==> config.mk <==
export PLATFORM = sky130hd
export DESIGN_NAME = acc_offload_issue
export DESIGN_NICKNAME = d
export VERILOG_FILES = /design/src/rtl/acc_offload_issue.sv
export SDC_FILE = /design/constraint.sdc
export NUM_CORES = 1
export LEC_CHECK = 0
export CORE_UTILIZATION = 40
export CTS_CLUSTER_SIZE = 20
export DETAILED_ROUTE_END_ITERATION = 8
export HOLD_SLACK_MARGIN = 0.06
export PLACE_DENSITY = 0.82
export SLEW_MARGIN = 5
export SYNTH_ARGS = -nofsm -noshare
export SYNTH_HDL_FRONTEND = slang
export SYNTH_SLANG_ARGS = --single-unit
==> constraint.sdc <==
create_clock -name clk_i -period 4.2 [get_ports clk_i]
set_input_delay 0.42 -clock clk_i [delete_from_list [all_inputs] [get_ports clk_i]]
set_output_delay 0.42 -clock clk_i [all_outputs]
set_load 0.01 [all_outputs]
==> src/rtl/acc_offload_issue.sv <==
// acc_offload_issue: issue stage from the core offload port to the accelerator
// request channel. Table-driven match, operand build, scoreboard, output reg.
//
// Ports:
//   clk_i, rst_i          clock, async active-high reset
//   x_valid_i/x_ready_o   offer handshake; x_accept_o = offloaded (1) / rejected (0)
//   x_instr_i, x_rs_i     instruction word and rs1..rs3 values
//   x_rs_valid_i          per-operand valid
//   acc_req_*             registered request: valid/ready, instr, operands A/B/C
//   rsp_valid_i, rsp_rd_i writeback response releasing a destination register

package acc_pkg;
    typedef logic [1:0] op_sel_t;
    typedef logic [2:0] imm_sel_t;

    localparam op_sel_t OP_RS  = 2'd0;
    localparam op_sel_t OP_IMM = 2'd1;

    localparam imm_sel_t IMM_I = 3'd0;
    localparam imm_sel_t IMM_S = 3'd1;
    localparam imm_sel_t IMM_B = 3'd2;
    localparam imm_sel_t IMM_U = 3'd3;
    localparam imm_sel_t IMM_J = 3'd4;

    typedef struct packed {
        logic [31:0] instr_data;
        logic [31:0] instr_mask;
        logic        writeback;
        logic [2:0]  use_rs;
        op_sel_t     op_a_mux;
        op_sel_t     op_b_mux;
        op_sel_t     op_c_mux;
        imm_sel_t    imm_a_mux;
        imm_sel_t    imm_b_mux;
        imm_sel_t    imm_c_mux;
    } offl_instr_t;
endpackage

module acc_offload_issue
    import acc_pkg::*;
#(
    parameter int unsigned NumInstr = 1,
    parameter offl_instr_t [NumInstr-1:0] OfflInstr = '0,
    parameter int unsigned MaxOutstanding = 4
) (
    input  logic             clk_i,
    input  logic             rst_i,
    input  logic             x_valid_i,
    output logic             x_ready_o,
    input  logic [31:0]      x_instr_i,
    input  logic [2:0][31:0] x_rs_i,
    input  logic [2:0]       x_rs_valid_i,
    output logic             x_accept_o,
    output logic             acc_req_valid_o,
    input  logic             acc_req_ready_i,
    output logic [31:0]      acc_req_instr_o,
    output logic [2:0][31:0] acc_req_op_o,
    input  logic             rsp_valid_i,
    input  logic [4:0]       rsp_rd_i
);

    localparam int CW = $clog2(MaxOutstanding + 1);

    logic [31:0]      busy;
    logic [CW-1:0]    cnt;
    logic             hit;
    offl_instr_t      ent;
    logic [2:0][4:0]  rs;
    logic [4:0]       rd;
    logic             rs_ok;
    logic             wb_ok;
    logic             out_ok;
    logic             issue;
    logic             alloc;
    logic [2:0][31:0] op_next;

    function automatic logic [31:0] imm_val(input imm_sel_t s,
                                            input logic [31:0] i);
        logic [31:0] v;
        v = '0;
        case (s)
            IMM_I: v = {{20{i[31]}}, i[31:20]};
            IMM_S: v = {{20{i[31]}}, i[31:25], i[11:7]};
            IMM_B: v = {{19{i[31]}}, i[31], i[7], i[30:25], i[11:8], 1'b0};
            IMM_U: v = {i[31:12], 12'b0};
            IMM_J: v = {{11{i[31]}}, i[31], i[19:12], i[20], i[30:21], 1'b0};
            default: v = '0;
        endcase
        return v;
    endfunction

    function automatic logic [31:0] operand(input op_sel_t m,
                                            input imm_sel_t s,
                                            input logic [31:0] r,
                                            input logic [31:0] i);
        logic [31:0] v;
        v = '0;
        case (m)
            OP_RS:   v = r;
            OP_IMM:  v = imm_val(s, i);
            default: v = '0;
        endcase
        return v;
    endfunction

    // Scan downwards so the lowest matching index is the one left in ent.
    always_comb begin
        hit = 1'b0;
        ent = '0;
        for (int i = int'(NumInstr) - 1; i >= 0; i--) begin
            if ((x_instr_i & OfflInstr[i].instr_mask) == OfflInstr[i].instr_data) begin
                hit = 1'b1;
                ent = OfflInstr[i];
            end
        end
    end

    assign rs[0] = x_instr_i[19:15];
    assign rs[1] = x_instr_i[24:20];
    assign rs[2] = x_instr_i[31:27];
    assign rd    = x_instr_i[11:7];

    always_comb begin
        rs_ok = 1'b1;
        for (int k = 0; k < 3; k++) begin
            if (ent.use_rs[k] && (!x_rs_valid_i[k] || busy[rs[k]])) begin
                rs_ok = 1'b0;
            end
        end
    end

    assign wb_ok  = !ent.writeback || (!busy[rd] && (cnt < CW'(MaxOutstanding)));
    assign out_ok = !acc_req_valid_o || acc_req_ready_i;
    assign issue  = x_valid_i && hit && rs_ok && wb_ok && out_ok;
    assign alloc  = issue && ent.writeback;

    assign x_accept_o = hit;
    assign x_ready_o  = x_valid_i && (!hit || (rs_ok && wb_ok && out_ok));

    assign op_next[0] = operand(ent.op_a_mux, ent.imm_a_mux, x_rs_i[0], x_instr_i);
    assign op_next[1] = operand(ent.op_b_mux, ent.imm_b_mux, x_rs_i[1], x_instr_i);
    assign op_next[2] = operand(ent.op_c_mux, ent.imm_c_mux, x_rs_i[2], x_instr_i);

    always_ff @(posedge clk_i or posedge rst_i) begin
        if (rst_i) begin
            acc_req_valid_o <= 1'b0;
            acc_req_instr_o <= '0;
            acc_req_op_o    <= '0;
        end else if (issue) begin
            acc_req_valid_o <= 1'b1;
            acc_req_instr_o <= x_instr_i;
            acc_req_op_o    <= op_next;
        end else if (acc_req_ready_i) begin
            acc_req_valid_o <= 1'b0;
        end
    end

    // x0 is never tracked; a response arriving with no issue pending
    // only clears its busy bit and leaves the counter at zero.
    always_ff @(posedge clk_i or posedge rst_i) begin
        if (rst_i) begin
            busy <= '0;
            cnt  <= '0;
        end else begin
            if (rsp_valid_i) begin
                busy[rsp_rd_i] <= 1'b0;
            end
            if (alloc && (rd != 5'd0)) begin
                busy[rd] <= 1'b1;
            end
            if (alloc && !rsp_valid_i) begin
                cnt <= cnt + CW'(1);
            end else if (!alloc && rsp_valid_i && (cnt != '0)) begin
                cnt <= cnt - CW'(1);
            end
        end
    end

endmodule

==> summary.md <==
In the final layout, flip-flops and latches occupy 0.00323 mm^2. The clock tree synthesis step divided the H-tree into 4 levels. The signal on the critical path passes through clkdlybuf4s50_1 -> nand2b_4 -> and2_4 -> clkdlybuf4s50_1. The clock arrives with 0.00572 ns of skew. The logs give 3.78 ns for the required time of the worst setup path and 3590 for the via count of the first global-routing pass. In this run the vertical extent of the chip is 117 um. The run gives 0.323 as the met2 demand-to-capacity share in global routing. The areal power density over the cells works out to 460 mW/mm^2. After synthesis the cells add up to 0.00527 mm^2. From left edge to right edge, the die measures 117 um. After global routing the overflow that remains totals 0. In this run the register-to-register setup slack is 2.15 ns. In this run the post-CTS setup repair buffer count came out at 0. The tools report the placed instance area as 0.00799 mm^2. Counting both buffers and inverters, the worst setup path holds a total of 2. Clock-pin slew was measured on the worst setup and hold paths at 0.05 ns. The run gives 0.612 as the share of the yosys chip area belonging to registers. The layer flagged by global routing as most heavily used is met2. TritonCTS built the clock tree. Grouping stages by cell kind, the critical path spends the most delay in buffers and inverters. The tools report the peak clock frequency supported by timing as 0.425 GHz. Utilization after layout: 0.673. After detailed routing, the total wire length is 12900 um. The flow ran to the end, and the final reports show no timing, DRC or antenna violations.

The final worst-path setup slack came out at 1.85 ns. The final-report max-slew violation count came out at 0. For the top-level I/O count, the log shows 272. The slowest stage of the critical path belongs to the cell sky130_fd_sc_hd__clkdlybuf4s50_1.

The number of hold buffers added after CTS was 0. The tree is rooted in a sky130_fd_sc_hd__clkbuf_16. Summing all multi-input logic gate instances after layout gives 0.00188 mm^2. Entering global routing, the biggest net connects 130 pins. The clock passes through at most 2 buffers. Clock tree synthesis inserted a total of 17 buffers. The run gives 0.0819 as the met3 demand-to-capacity share in global routing. Detailed placement finished with a half-perimeter wire length of 8970 um. The type of destination of the critical path is an output pin. The routed layout has 3341 vias. In the final routed layout, each cell accounts on average for 17.8 um.

The met1 demand-to-capacity share in global routing was 0.212; the number of antenna-violating nets in the routed design was 0. The clock net in this run drives a total of 129 sinks. After detailed routing, the number of remaining DRC violations is 0. For the count of distinct cell types in the synthesized netlist, the log shows 11.

The starting density of the core was 0.415; the final hold violation count was 0. In this run, synthesis produced a sequential element count of 129. Setup repair after global routing left no endpoint under its margin.

The pre-antenna-repair detailed-routing pass consisted of 4 iterations. For the combined global-route utilization of all metal layers, the log shows 0.194. Category of the most critical setup path: in -> out. The maximum net fanout on the critical path was 18; the pin slew with the least headroom to its limit was 0.784 ns.

The part of the cycle the worst path needs works out to 0.560. The logs give 0.0136 mm^2 for the area of the die and 0 for the yosys synthesis warning count. For the worst setup path, the data arrival time is 1.93 ns.

The tools report the core region area as 0.0127 mm^2. The delay contributed by the slowest stage of the critical path is 0.60 ns, and the remaining max-slew budget at the tightest pin is 0.477. Routability-driven placement finished with a final weighted congestion of 0.742.

The final cell area excluding filler cells came out at 0.00856 mm^2. The count of antenna diodes in the layout was 0; the average cell area after synthesis was 19.0 um^2. The number of cell rows came out at 41.

The type of the most critical hold path was reg -> reg. Counting every net in the synthesized netlist gives 418. The setup TNS was 0 ns. Synthesis handed over a netlist of 277 instances. Counting I/O delays and the setup requirement, the final critical path takes 2.35 ns. Summed over all cells, the static leakage comes to 3.76 nW. The tools report the DRC marker count from the first detailed-route iteration as 120. Dividing the detail-routed via count by the number of cells gives 4.58. The type of origin of the critical path was a primary input. The fraction of final layout cells with drive strength greater than 1 came out at 0.285. The tools report the number of fill cells as 908. The count of instances resized after the clock tree is built was 0. The number of maximum-capacitance constraint violations is 0. The logs give 0.239 mV for the highest ir drop seen on vdd and 19300 um for the first-pass GRT wire length. Setup violations remaining at the end of the flow were counted as 0.

The number of antenna violations at the first check in global routing was 0. The most used cell along the critical path is sky130_fd_sc_hd__clkdlybuf4s50_1. From synthesis to final layout, the design area changed by 62.3%.

In the final design database the tool counted 686 nets. The run gives 1.61 ns as the setup slack after placement. The clock insertion delay at the later pin of the skew report came out at 0.41 ns. The count of input and output buffers was 261.
-- metal layers --
layer,share of wire,vias to the layer above
met5,0,-
met4,0.025,0
met3,0.098,24
met2,0.50,180
met1,0.38,1632
li1,-,1505
-- per-stage QoR --
step | std cells | power [mW] | hold slack, ns
finish | 729 | 3.93 | 0.504
global route | 729 | 4.11 | 0.515
CTS | 729 | 3.98 | 0.508
detailed placement | 698 | 2.54 | 0.492
global placement | 698 | 2.51 | 0.491
floorplan | 277 | 1.98 | 0.528
-- layout by cell type (no fill, tap or decap) --
master / n
sky130_fd_sc_hd__clkbuf_1: 6
sky130_fd_sc_hd__clkinv_2: 2
sky130_fd_sc_hd__bufinv_16: 2
sky130_fd_sc_hd__buf_12: 2
sky130_fd_sc_hd__nand2b_1: 1
sky130_fd_sc_hd__nand2b_4: 1
sky130_fd_sc_hd__mux2_2: 19
sky130_fd_sc_hd__clkinvlp_4: 1
sky130_fd_sc_hd__dfrtp_1: 129
sky130_fd_sc_hd__inv_4: 1
sky130_fd_sc_hd__and2_4: 1
sky130_fd_sc_hd__buf_4: 1
sky130_fd_sc_hd__mux2_4: 109
sky130_fd_sc_hd__clkbuf_8: 3
sky130_fd_sc_hd__conb_1: 1
sky130_fd_sc_hd__clkbuf_16: 17
sky130_fd_sc_hd__clkdlybuf4s50_1: 261
-- cell families after synthesis --
group         synth area share
simple gates           0.00546
other cells           0.000711
buf+inv                 0.0308
mux                      0.351
flops                    0.612
-- cell usage after synthesis --
cell,instances,area share
sky130_fd_sc_hd__buf_4,1,0.0014
sky130_fd_sc_hd__nand2b_4,1,0.0026
sky130_fd_sc_hd__mux2_4,109,0.31
sky130_fd_sc_hd__and2_4,1,0.0017
sky130_fd_sc_hd__inv_1,1,0.00071
sky130_fd_sc_hd__buf_6,13,0.028
sky130_fd_sc_hd__mux2_2,19,0.041
sky130_fd_sc_hd__nand2b_1,1,0.0012
sky130_fd_sc_hd__dfrtp_1,129,0.61
sky130_fd_sc_hd__buf_2,1,0.00095
sky130_fd_sc_hd__conb_1,1,0.00071
-- flip-flops by register name (all words and copies together), names as in the netlist --
register / cells
acc_req_valid_o: 1
acc_req_op_o: 96
acc_req_instr_o: 32
-- power by group --
group          total, mW  internal, mW  switching, mW
combinational      0.980         0.663          0.316
clock               1.42         0.916          0.501
sequential          1.54          1.43          0.109
total               3.93          3.01          0.927
-- cell type report --
type / instances / area share
Sequential cell: 129 / 0.377
Timing Repair Buffer: 264 / 0.311
Multi-Input combinational cell: 132 / 0.220
Clock buffer: 26 / 0.0572
Tap cell: 172 / 0.0251
Clock inverter: 5 / 0.00906
Inverter: 1 / 0.000731
-- final timing paths --
check | to | depth (start not counted) | startpoint
max | x_ready_o | 4 | acc_req_ready_i
min | acc_req_op_o[80] | 1 | acc_req_op_o[80]
max reg2reg | acc_req_op_o[80] | 4 | acc_req_valid_o
min reg2reg | acc_req_op_o[80] | 1 | acc_req_op_o[80]
max in group asynchronous | acc_req_op_o[67] | 3 | rst_i
min in group asynchronous | acc_req_instr_o[13] | 3 | rst_i
Power figures use the tool's default switching activity.
